<file path="config.mk">
export PLATFORM = sky130hd
export DESIGN_NAME = jk_sync_down_counter
export DESIGN_NICKNAME = d
export VERILOG_FILES = /design/src/rtl/jk_sync_down_counter.sv
export SDC_FILE = /design/constraint.sdc
export NUM_CORES = 1
export LEC_CHECK = 0
export CAP_MARGIN = 20
export CORE_AREA = 2 2 39 41
export DETAILED_ROUTE_END_ITERATION = 8
export DIE_AREA = 0 0 41 43
export GPL_ROUTABILITY_DRIVEN = 0
export HOLD_SLACK_MARGIN = 0.1
export PLACE_DENSITY = 0.59
export SLEW_MARGIN = 20
export SYNTH_ARGS = -nofsm -noshare
export SYNTH_HDL_FRONTEND = slang
export SYNTH_SLANG_ARGS = --single-unit
</file>
<file path="constraint.sdc">
create_clock -name clk -period 3.3 [get_ports clk]
set_input_delay 0.66 -clock clk [delete_from_list [all_inputs] [get_ports clk]]
set_output_delay 0.66 -clock clk [all_outputs]
set_load 0.02 [all_outputs]
</file>
<file path="src/rtl/jk_sync_down_counter.sv">
// jk_sync_down_counter: synchronous down counter built from a chain of JK
// flip-flop cells sharing one clock. Each stage toggles when every lower
// stage is 0 (borrow chain). Adds synchronous parallel load (priority over
// en), zero decode and a registered one-cycle borrow pulse on wrap.
//
// Build option: define JK_DOWN_SATURATE_EN to make the counter stop at 0
// instead of wrapping; borrow is then held at 0.

module jk_cell (
  input  logic clk,
  input  logic rst_n,
  input  logic j,
  input  logic k,
  output logic q
);

  // JK behaviour: 00 hold, 01 clear, 10 set, 11 toggle
  always_ff @(posedge clk or negedge rst_n) begin
    if (!rst_n) q <= 1'b0;
    else begin
      case ({j, k})
        2'b01:   q <= 1'b0;
        2'b10:   q <= 1'b1;
        2'b11:   q <= ~q;
        default: q <= q;
      endcase
    end
  end

endmodule

module jk_sync_down_counter #(
  parameter int WIDTH = 4
) (
  input  logic             clk,
  input  logic             rst_n,
  input  logic             en,
  input  logic             load,
  input  logic [WIDTH-1:0] din,
  output logic [WIDTH-1:0] q,
  output logic             zero,
  output logic             borrow
);

  logic [WIDTH-1:0] j, k;
  logic [WIDTH-1:0] low_zero;  // low_zero[i]: q[i-1:0] are all 0
  logic             count;
  logic             step;

  assign zero  = ~|q;
  assign count = en & ~load;

`ifdef JK_DOWN_SATURATE_EN
  // At 0 the count is suppressed so every stage sees J=K=0 and holds.
  assign step = count & ~zero;
`else
  assign step = count;
`endif

  // Borrow chain: stage 0 always toggles when counting; higher stages toggle
  // only when all stages below are 0.
  assign low_zero[0] = 1'b1;
  for (genvar i = 1; i < WIDTH; i++) begin : g_chain
    assign low_zero[i] = low_zero[i-1] & ~q[i-1];
  end

  // Load drives J/K to force din; otherwise J=K=toggle enable.
  for (genvar i = 0; i < WIDTH; i++) begin : g_jk
    assign j[i] = load ?  din[i] : (step & low_zero[i]);
    assign k[i] = load ? ~din[i] : (step & low_zero[i]);
  end

  jk_cell u_cell [WIDTH-1:0] (
    .clk   (clk),
    .rst_n (rst_n),
    .j     (j),
    .k     (k),
    .q     (q)
  );

  // Borrow pulse: set for one cycle after an enabled count edge at q==0.
  always_ff @(posedge clk or negedge rst_n) begin
    if (!rst_n) borrow <= 1'b0;
    else begin
`ifdef JK_DOWN_SATURATE_EN
      borrow <= 1'b0;
`else
      borrow <= count & zero;
`endif
    end
  end

endmodule

</file>
==> Word level (Yosys, flattened, before mapping) <==
Cells that the tools add are included.
{ "classes": {"n_reduce_logical": 6, "eq_ne": 12, "n_bitwise": 16, "muxes": 12} }
{ "op_table": {"columns": ["op", "count"], "rows": [
  ["$eq A2 B2 Y1 const B", 8],
  ["$pmux W1 S3", 4],
  ["$reduce_bool A3 Y1", 4],
  ["$not A1 Y1", 9],
  ["$eq A2 B1 Y1 const B", 4],
  ["$mux W1", 8],
  ["$and A1 B1 Y1", 7],
  ["$reduce_or A4 Y1", 1],
  ["$logic_not A1 Y1", 1]
]} }
{ "word_totals": {"in_bits": 8, "out_inout_bits": 6, "ff_bits": 5, "elab_cells": 51} }

==> Logic depth before layout (Yosys ltp) <==
{ "logic_depth": {"depth_word": 7, "depth_mapped": 3, "depth_no_buf": 3} }

==> Hierarchy <==
Synthesis repeated with hierarchy kept, for this count alone.
{ "unflattened": {"cells_unflattened": 31, "hier_area_um2": 287.8} }
{ "by_module_without_submodules": {"columns": ["module", "seq_area_each_um2", "instances", "area_each_um2", "cells_per_inst"], "rows": [
  ["jk_sync_down_counter", 25.0, 1, 152.6, 19],
  ["jk_cell", 25.0, 4, 33.8, 3]
]} }

==> Least setup slack after synthesis <==
Ideal clock, no wire load.
{ "synth_path": {"kind": "register to output", "startpoint": "reg u_cell[0].q", "endpoint": "out zero", "setup_slack_ps": 1493, "arrival_time_ps": 1147, "required_time_ps": 2640, "path_stages_with_launch": 2, "path_buffers": 0, "path_cell_list": "dfrtp_1 > nor4_1"} }
{ "synth_via": {"elab_chain_len": 2} }
{ "synth_rtl": {"columns": ["element", "line_no", "rtl"], "rows": [
  ["start: declaration", "14", "output logic q"],
  ["start signal: assignment", "24", "2'b11: q <= ~q;"],
  ["start signal: assignment", "25", "default: q <= q;"],
  ["$reduce_or A4 Y1", "50", "assign zero = ~|q;"],
  ["$logic_not A1 Y1", "50", null],
  ["end: declaration", "41", "output logic zero,"]
]} }
Every way passes these cells.

==> Worst setup path after layout <==
Ends and elaborated chain as after synthesis.

==> impl_metrics.yaml <==
power:
  irDropWorstVdd_v: 0.000187
  power_uw: 204
  power.density_nw_per_um2: 490
  leakage_nw: 0.161
timing:
  tns_ns: 0
  period_share: 0.690
  rsz0062_at_grt: "false"
  finalHoldViolCount: 0
  max_clock_freq_mhz: 439
  relSlewSlack: 0.799
  finalSetupViolCount: 0
  fin_ws_ns: 1.02
  skew_ns: 0.00234
  slew_viol_final: 0
  worst_pin_slew_ns: 0.300
  period_needed_ns: 2.28
worst_setup_path:
  critPathRequiredTime_ns: 2.64
  worstSetupEndpointType: "primary output"
  critical-path-top-delay-family: "buffers and inverters"
  crit_fanout: 6
  crit_chain: "nor4_1, clkdlybuf4s50_1"
  cp-start-kind: "flip-flop"
  slowest_stage: "clkdlybuf4s50_1"
  cp_num_buf_inv: 1
  arrival_ns: 1.62
  cp_slowest_stage_delay_ns: 0.65
  worstSetupPathType: "flip-flop to primary output"
yosys:
  synth_cell_types: 14
  mappedNetlistArea_um2: 275
  ys_ff_latch: 5
  yosysSeqAreaShare: 0.455
  syn_nets: 34
  syn_inst: 26
  syn_area_per_cell_um2: 10.6
  ys.warnings.count: 0
global_route:
  busiest_layer: "met2"
  gr-total-overflow: 0
  first_global_vias: 181
  grt_pass1_wl_um: 779
  met1_usage: 0.0779
  use_met3: 0.0785
  track_usage: 0.0715
  grt_max_degree: 10
  antenna_found_initial: 0
  use_met2: 0.0906
route:
  wl_um: 515
  avgViaCountPerCell: 3.96
  drtPass1Iterations: 2
  vias: 214
  wire_per_inst_um: 9.54
  antenna_left: 0
  drc: 0
  drt_iter0_markers: 2
clock_tree:
  h-tree-depth: 1
  clk_pin_slew_ns: 0.04
  cts_resized: 0
  cts_tree: "done"
  clock-root-buffer: "clkbuf_4"
  cts_made_buffers: 3
  holdBufCountCts: 0
  cts_setup_buffers: 0
  cts_max_path_buffers: 2
  clock_latency_ns: 0.24
  clock-sinks: 5
place:
  dp_slack_ns: 1.19
  placed_cells: 50
  numPortBuffers: 13
die:
  dieArea_um2: 1760
  coreArea_um2: 1380
  rows: 14
  io_pins: 14
  die_w_um: 41
  die_h_um: 43
  initial_core_util: 0.199
job:
  drv_cap: 0
cells_and_area:
  sequential_cell_area_um2: 125
  fillers: 150
  multi_input_area_um2: 115
  area_growth_pct: 51.4
  drive_gt1_frac: 0.158
  diodes: 0
  nNetsFinal: 47
  fin_cells: 54
hold_path:
  min_path_type: "flip-flop to flip-flop"
outcome:
  outcome: "finished, final reports clean"
[cells by family (layout without fill, tap and decap cells)]
| logic type | after synthesis | after routing | share of synthesized area |
|---|---|---|---|
| simple gates | 9 | 9 | 0.232 |
| buf+inv | 5 | 17 | 0.127 |
| xor+xnor | 3 | 3 | 0.0955 |
| compound gates | 4 | 4 | 0.0909 |
| flops | 5 | 5 | 0.455 |
[worst paths after layout]
check                            startpoint     endpoint  slack (ns)  cells after the start
worst min register to register  u_cell[3].q       borrow        0.49                      1
worst max-delay path            u_cell[0].q         zero        1.02                      2
worst max register to register  u_cell[0].q  u_cell[3].q        1.90                      2
max in group asynchronous             rst_n  u_cell[0].q        2.45                      1
worst min-delay path            u_cell[3].q       borrow        0.49                      1
min in group asynchronous             rst_n  u_cell[3].q        0.65                      1
[final cells by class]
class	count	share of cell area
Tap cell	16	0.0480
Sequential cell	5	0.300
Multi-Input combinational cell	16	0.276
Clock buffer	4	0.0631
Timing Repair Buffer	13	0.312
[registers in the layout, summed over array words and instances, names as in the netlist]
signal / cells
borrow: 1
u_cell.q: 4
[worst register-to-register path: stages, from the launching register on]
cell	delay (ns)
dfrtp_1	0.43
or4b_4	0.56
a221o_1	0.30
[metal layers]
metal,share of wire,vias up
li1,-,108
met3,0.11,0
met1,0.41,93
met4,0,0
met5,0,-
met2,0.48,13
[cell usage after synthesis (all sizes together)]
library cell | number | share of area
clkbuf | 1 | 0.018
nor3b | 1 | 0.027
nand2 | 3 | 0.041
or4b | 1 | 0.050
nor3 | 1 | 0.036
nor4 | 1 | 0.023
o21ai | 3 | 0.055
and2b | 1 | 0.032
dfrtp | 5 | 0.45
nor2b | 1 | 0.023
a221o | 1 | 0.036
xnor2 | 3 | 0.095
buf | 4 | 0.11
[cell usage in the layout (no fill, tap or decap), drive strengths merged, types with 3 or more instances in the layout]
cell type      netlist  routed
xnor2                3       3
nand2                3       3
dfrtp                5       5
clkdlybuf4s50        0      13
clkbuf               1       4
o21ai                3       3
[report_power, final]
group	switching [mW]	internal, mW
Combinational	0.0232	0.0325
Clock	0.0251	0.0457
Sequential	0.00917	0.0685
[stage by stage]
stage / hold WS, ns / utilization / instance area (µm²)
3_3_place_gp: 0.491 / 0.282 / 390
5_1_grt: 0.510 / 0.301 / 417
2_1_floorplan: 0.364 / - / 275
4_1_cts: 0.499 / 0.301 / 417
3_5_place_dp: 0.490 / 0.282 / 390
6_report: 0.492 / 0.301 / 417
No activity file was read; power rests on OpenSTA's default activity.
